==> src/rtl/scan_cycle_controller.sv <==
// -----------------------------------------------------------------------------
// scan_cycle_controller
//
// PLC scan-cycle sequencer. Each scan runs three phases: the input points are
// written into the image memory, the CPUs execute in parallel, and the output
// points are written from the image memory. The block drives the image-memory
// write strobes and the common START line to all bit and word CPUs. A watchdog
// bounds the execute phase. Single-step mode runs one scan per STEP pulse.
// A free-running counter counts completed scans.
//
// State table (encoding is visible on state_o)
//   state        | meaning
//   -------------+-------------------------------------------------------------
//   IDLE     00  | waiting for RUN (and STEP in step mode); parked on WDT fault
//   EXEC     01  | START high, waiting for every enabled core to report DONE
//   IN_SCAN  10  | input points 0..N_IN-1 written to the image memory
//   OUT_SCAN 11  | output points 0..N_OUT-1 written to the output latches
//
// Ports
//   clk_i        system clock, rising edge
//   clr_i        synchronous active-high clear, aborts any scan in progress
//   run_i        level, 1 = scanning enabled
//   step_mode_i  1 = one scan per step_i pulse
//   step_i       one-cycle scan request, used only in IDLE with step_mode_i=1
//   core_en_i    per-core enable; a disabled core is treated as done
//   done_i       per-core completion flags
//   wdt_limit_i  maximum EXEC cycles, 0 disables the watchdog
//   state_o      current state (see table)
//   count_o      point index during IN_SCAN/OUT_SCAN, 0 otherwise
//   start_o      high throughout EXEC
//   in_we_o      image-memory input write strobe (IN_SCAN)
//   out_we_o     output latch write strobe (OUT_SCAN)
//   cycle_end_o  one-cycle pulse on the last OUT_SCAN cycle
//   wdt_err_o    sticky watchdog fault, cleared only by clr_i
//   cycles_o     completed-scan counter, wraps 16'hFFFF -> 0
// -----------------------------------------------------------------------------
module scan_cycle_controller #(
    parameter int unsigned N_CORES = 3,
    parameter int unsigned N_IN    = 16,
    parameter int unsigned N_OUT   = 16,
    parameter int unsigned CNT_W   = 5,
    parameter int unsigned WDT_W   = 16
) (
    input  logic               clk_i,
    input  logic               clr_i,
    input  logic               run_i,
    input  logic               step_mode_i,
    input  logic               step_i,
    input  logic [N_CORES-1:0] core_en_i,
    input  logic [N_CORES-1:0] done_i,
    input  logic [WDT_W-1:0]   wdt_limit_i,
    output logic [1:0]         state_o,
    output logic [CNT_W-1:0]   count_o,
    output logic               start_o,
    output logic               in_we_o,
    output logic               out_we_o,
    output logic               cycle_end_o,
    output logic               wdt_err_o,
    output logic [15:0]        cycles_o
);

    typedef enum logic [1:0] {
        ST_IDLE     = 2'b00,
        ST_EXEC     = 2'b01,
        ST_IN_SCAN  = 2'b10,
        ST_OUT_SCAN = 2'b11
    } state_e;

    localparam logic [CNT_W-1:0] IN_LAST  = CNT_W'(N_IN - 1);
    localparam logic [CNT_W-1:0] OUT_LAST = CNT_W'(N_OUT - 1);
    localparam logic [CNT_W-1:0] CNT_ONE  = CNT_W'(1);
    localparam logic [WDT_W-1:0] WDT_ONE  = WDT_W'(1);

    state_e             state_q,   state_d;
    logic [CNT_W-1:0]   count_q,   count_d;
    logic [WDT_W-1:0]   wdt_q,     wdt_d;
    logic               wdt_err_q, wdt_err_d;
    logic [15:0]        cycles_q,  cycles_d;

    logic               all_done;
    logic               start_req;
    logic               wdt_expire;

    // A masked-off core never holds up the execute phase.
    assign all_done = &(done_i | ~core_en_i);

    // STEP only matters while waiting in IDLE; it is never latched.
    assign start_req = run_i && !wdt_err_q && (!step_mode_i || step_i);

    // Counter starts at 0 on the first EXEC cycle, so matching LIMIT-1 gives
    // exactly LIMIT EXEC cycles before the fault.
    assign wdt_expire = (wdt_limit_i != '0) && (wdt_q == (wdt_limit_i - WDT_ONE));

    // ------------------------------------------------------------------
    // State register
    // ------------------------------------------------------------------
    always_ff @(posedge clk_i) begin
        if (clr_i) begin
            state_q   <= ST_IDLE;
            count_q   <= '0;
            wdt_q     <= '0;
            wdt_err_q <= 1'b0;
            cycles_q  <= '0;
        end else begin
            state_q   <= state_d;
            count_q   <= count_d;
            wdt_q     <= wdt_d;
            wdt_err_q <= wdt_err_d;
            cycles_q  <= cycles_d;
        end
    end

    // ------------------------------------------------------------------
    // Next-state logic
    // ------------------------------------------------------------------
    always_comb begin
        state_d   = state_q;
        count_d   = count_q;
        wdt_d     = wdt_q;
        wdt_err_d = wdt_err_q;
        cycles_d  = cycles_q;

        unique case (state_q)
            ST_IDLE: begin
                count_d = '0;
                if (start_req) begin
                    state_d = ST_IN_SCAN;
                end
            end

            ST_IN_SCAN: begin
                if (count_q == IN_LAST) begin
                    state_d = ST_EXEC;
                    count_d = '0;
                    wdt_d   = '0;
                end else begin
                    count_d = count_q + CNT_ONE;
                end
            end

            ST_EXEC: begin
                count_d = '0;
                // Completion is checked first so a late DONE still wins
                // against a watchdog expiring in the same cycle.
                if (all_done) begin
                    state_d = ST_OUT_SCAN;
                end else if (wdt_expire) begin
                    state_d   = ST_IDLE;
                    wdt_err_d = 1'b1;
                end else begin
                    wdt_d = wdt_q + WDT_ONE;
                end
            end

            ST_OUT_SCAN: begin
                if (count_q == OUT_LAST) begin
                    count_d  = '0;
                    cycles_d = cycles_q + 16'd1;
                    // Back-to-back scans only in free-running mode; a RUN drop
                    // anywhere in the scan is honoured here, at scan end.
                    if (run_i && !step_mode_i) begin
                        state_d = ST_IN_SCAN;
                    end else begin
                        state_d = ST_IDLE;
                    end
                end else begin
                    count_d = count_q + CNT_ONE;
                end
            end

            default: begin
                state_d = ST_IDLE;
                count_d = '0;
            end
        endcase
    end

    // ------------------------------------------------------------------
    // Output decode: registered state and count only, never inputs
    // ------------------------------------------------------------------
    always_comb begin
        state_o     = state_q;
        count_o     = count_q;
        start_o     = (state_q == ST_EXEC);
        in_we_o     = (state_q == ST_IN_SCAN);
        out_we_o    = (state_q == ST_OUT_SCAN);
        cycle_end_o = (state_q == ST_OUT_SCAN) && (count_q == OUT_LAST);
        wdt_err_o   = wdt_err_q;
        cycles_o    = cycles_q;
    end

endmodule
==> config.mk <==
export PLATFORM = sky130hd
export DESIGN_NAME = scan_cycle_controller
export DESIGN_NICKNAME = d
export VERILOG_FILES = /design/src/rtl/scan_cycle_controller.sv
export SDC_FILE = /design/constraint.sdc
export NUM_CORES = 1
export LEC_CHECK = 0
export CAP_MARGIN = 5
export CORE_ASPECT_RATIO = 0.5
export CORE_MARGIN = 5
export CORE_UTILIZATION = 51
export DETAILED_ROUTE_END_ITERATION = 10
export PLACE_DENSITY = 0.86
export RECOVER_POWER = 25
export SYNTH_ARGS = -nofsm -noshare
export SYNTH_HDL_FRONTEND = slang
export SYNTH_SLANG_ARGS = --single-unit
==> constraint.sdc <==
create_clock -name clk_i -period 3.05 [get_ports clk_i]
set_clock_uncertainty 0.1 [all_clocks]
set_input_delay 0.305 -clock clk_i [delete_from_list [all_inputs] [get_ports clk_i]]
set_output_delay 0.305 -clock clk_i [all_outputs]
set_load 0.02 [all_outputs]
==> results.cfg <==
[route]
vias_per_cell = 5.79
dr.pass1.iters = 4
drc = 0
wire_per_inst_um = 15.3
wirelength_mm = 6.84
num_vias = 2594
postRouteAntennaNets = 0
drtIter0Drc = 131

[sta]
finalHoldViolCount = 0
whs_ns = 0.365
max_slew_margin = 0.581
period_share = 0.971
fmax_mhz = 338
min_period_ns = 2.96
setup_violations = 0
worstMarginPinSlew_ns = 0.627
drv_slew = 0

[place]
portBuffers = 54
post-dp-hpwl_mm = 5.17
gp_congestion = 0.913

[worst_setup_path]
max_stage_delay_ns = 0.52
critPathKind = input port to flop
path_cells = clkdlybuf4s50_1 > inv_1 > ha_1 > nor3b_1 > and3_1 > or3_1 > a2111oi_1 > nand4_1 > buf_4 > nor2_4 > clkbuf_16 > nor4_1 > o21a_1
end_kind = flop
start_kind = input port
required_ns = 3.14
worstPathArrival_ns = 3.05
critPathSlowestCell = clkdlybuf4s50_1
crit_fanout = 11

[job]
drv_cap = 0

[die]
ioPinCount = 55
die_x_um = 109
coreArea_um2 = 4550
die_y_um = 59.3
dieArea_um2 = 6430
initial_core_util = 0.544
num_rows = 17

[cells_and_area]
n_antenna_cell = 0
multi_input_area_um2 = 1610
drive_above_1_share = 0.126
area_growth_pct = 37.1
fillers = 376
final_nets = 415
final_util = 0.746
regArea_um2 = 801

[synth]
synth_top_area_cell = dfxtp_1
synthArstFlopShare = 0
syn-num-nets = 341
ys_ff_latch = 40
synth_flop_cell = dfxtp_1
ys_types = 50
synth_edf_count = 0
yosysSeqAreaShare = 0.323
synth.area.top_cells = dfxtp_1 32%, xnor2_1 6.0%, xor2_1 6.0%
syn_area_um2 = 2480
synth.top_cell.area_share = 0.323
ys_warn_count = 0
syn_avg_cell_area_um2 = 8.04
syn_inst = 308

[clock_network]
htreeDepth = 2
tritoncts = yes
cts.sink_count = 40
holdBufCountCts = 0
clock_path_buffers = 2
insertion_delay_ns = 0.29
cts_buffers = 5
cts_root_buffer = clkbuf_8
clk_pin_slew_ns = 0.07

[power]
p_per_area_nw_per_um2 = 295
vdd_drop_max_v = 0.000264
p_leak_nw = 1.33

[global_route]
grt_overflow = 0
grt_use_total = 0.209
grt_pass1_vias = 2471
antenna_found_initial = 0
grt_pass1_wl_mm = 10.8
grt_max_degree = 25

[worst_hold_path]
min_path_type = flop to flop

[outcome]
status = finished clean
[worst max-delay path, delay by kind of cell]
| family | cells | cell delay, ns |
|---|---|---|
| and+or+nand+nor | 6 | 1.05 |
| buffers and inverters | 4 | 0.96 |
| adders and majority gates | 1 | 0.21 |
| AOI/OAI and AO/OA | 2 | 0.53 |
[power breakdown]
| group | total [mW] | internal, mW | switching (mW) |
|---|---|---|---|
| clock network | 0.334 | 0.156 | 0.178 |
| logic | 0.141 | 0.0757 | 0.0650 |
| registers | 0.527 | 0.524 | 0.00351 |
[cell usage in the layout (no fill, tap or decap), drive strengths merged, types with 3 or more instances in the layout]
| cell | n |
|---|---|
| a21oi | 18 |
| and2 | 3 |
| and3 | 8 |
| and4b | 3 |
| buf | 26 |
| clkbuf | 7 |
| clkdlybuf4s50 | 35 |
| dfxtp | 40 |
| dlygate4sd3 | 17 |
| ha | 6 |
| inv | 13 |
| nand2 | 23 |
| nand2b | 4 |
| nand3 | 10 |
| nand4 | 11 |
| nor2 | 29 |
| nor3 | 10 |
| nor4 | 7 |
| o211ai | 4 |
| o21a | 4 |
| o21ai | 13 |
| o31ai | 3 |
| or3 | 12 |
| or4 | 10 |
| xnor2 | 17 |
| xor2 | 17 |
[cells in the mapped netlist, drive strengths merged, types with 3 or more instances]
cell	instances
o211ai	4
clkbuf	10
or3	12
a21oi	18
nor3	10
nand3	10
nand2	23
xor2	17
and4b	3
inv	13
ha	6
buf	4
o21a	4
or4	10
nand4	11
and3	8
nand2b	4
o21ai	13
xnor2	17
and2	3
o31ai	3
nor4	7
nor2	29
dfxtp	40
[registers in the layout, indices dropped and copies added (netlist names)]
signal,flops
cycles_o,16
wdt_q,16
count_o,5
state_o,2
wdt_err_o,1
[path summary, 6_finish.rpt]
| kind | startpoint | to | slack (ns) | depth (start not counted) |
|---|---|---|---|---|
| max | wdt_limit_i[0] | wdt_q[7]$_SDFFE_PP0P_ | 0.09 | 13 |
| min | count_o[0]$_SDFF_PP0_ | count_o[0]$_SDFF_PP0_ | 0.37 | 1 |
| max reg2reg | count_o[0]$_SDFF_PP0_ | cycles_o[5]$_SDFFE_PP0P_ | 0.58 | 7 |
| min reg2reg | count_o[0]$_SDFF_PP0_ | count_o[0]$_SDFF_PP0_ | 0.37 | 1 |
[timing repair]
action                     CTS  global route
setup endpoints to repair    0            12
resized for setup            0            12
setup buffers                0             1
[routing by layer]
| metal | global-route usage | up-vias | share of wire |
|---|---|---|---|
| met4 | 0.0683 | 0 | 0.013 |
| met1 | 0.257 | 1227 | 0.43 |
| li1 | - | 1265 | - |
| met2 | 0.378 | 90 | 0.49 |
| met5 | 0 | - | 0 |
| met3 | 0.0370 | 12 | 0.061 |
[cell families after synthesis]
kind of cell / share of synthesized area
XOR/XNOR: 0.120
AO/OA/AOI/OAI: 0.157
flip-flops: 0.323
buffers and inverters: 0.0445
multiplexers: 0.00404
AND/OR/NAND/NOR: 0.320
adder cells (fa/ha/maj): 0.0303
[per-stage QoR]
stage | cells | total power [mW] | setup TNS (ns) | area (um2) | worst slack (ns)
2_1_floorplan | 308 | 0.597 | 0 | 2480 | 0.264
4_1_cts | 446 | 1.00 | 0 | 3320 | 0.0270
3_3_place_gp | 439 | 0.676 | -1.62 | 3240 | -0.187
5_1_grt | 448 | 1.05 | -0.00420 | 3400 | -0.00420
6_report | 448 | 1.00 | 0 | 3400 | 0.0893
3_5_place_dp | 439 | 0.679 | -2.63 | 3240 | -0.270
[final cells by class]
cell class / instances / share of cell area
clock buffers: 6 / 0.0214
flip-flops and latches: 40 / 0.236
well taps: 66 / 0.0243
repair buffers: 81 / 0.229
clock inverters: 1 / 0.00147
multi-input cells: 241 / 0.473
inverters: 13 / 0.0144
Note: power is estimated with default switching activity, not from simulation.
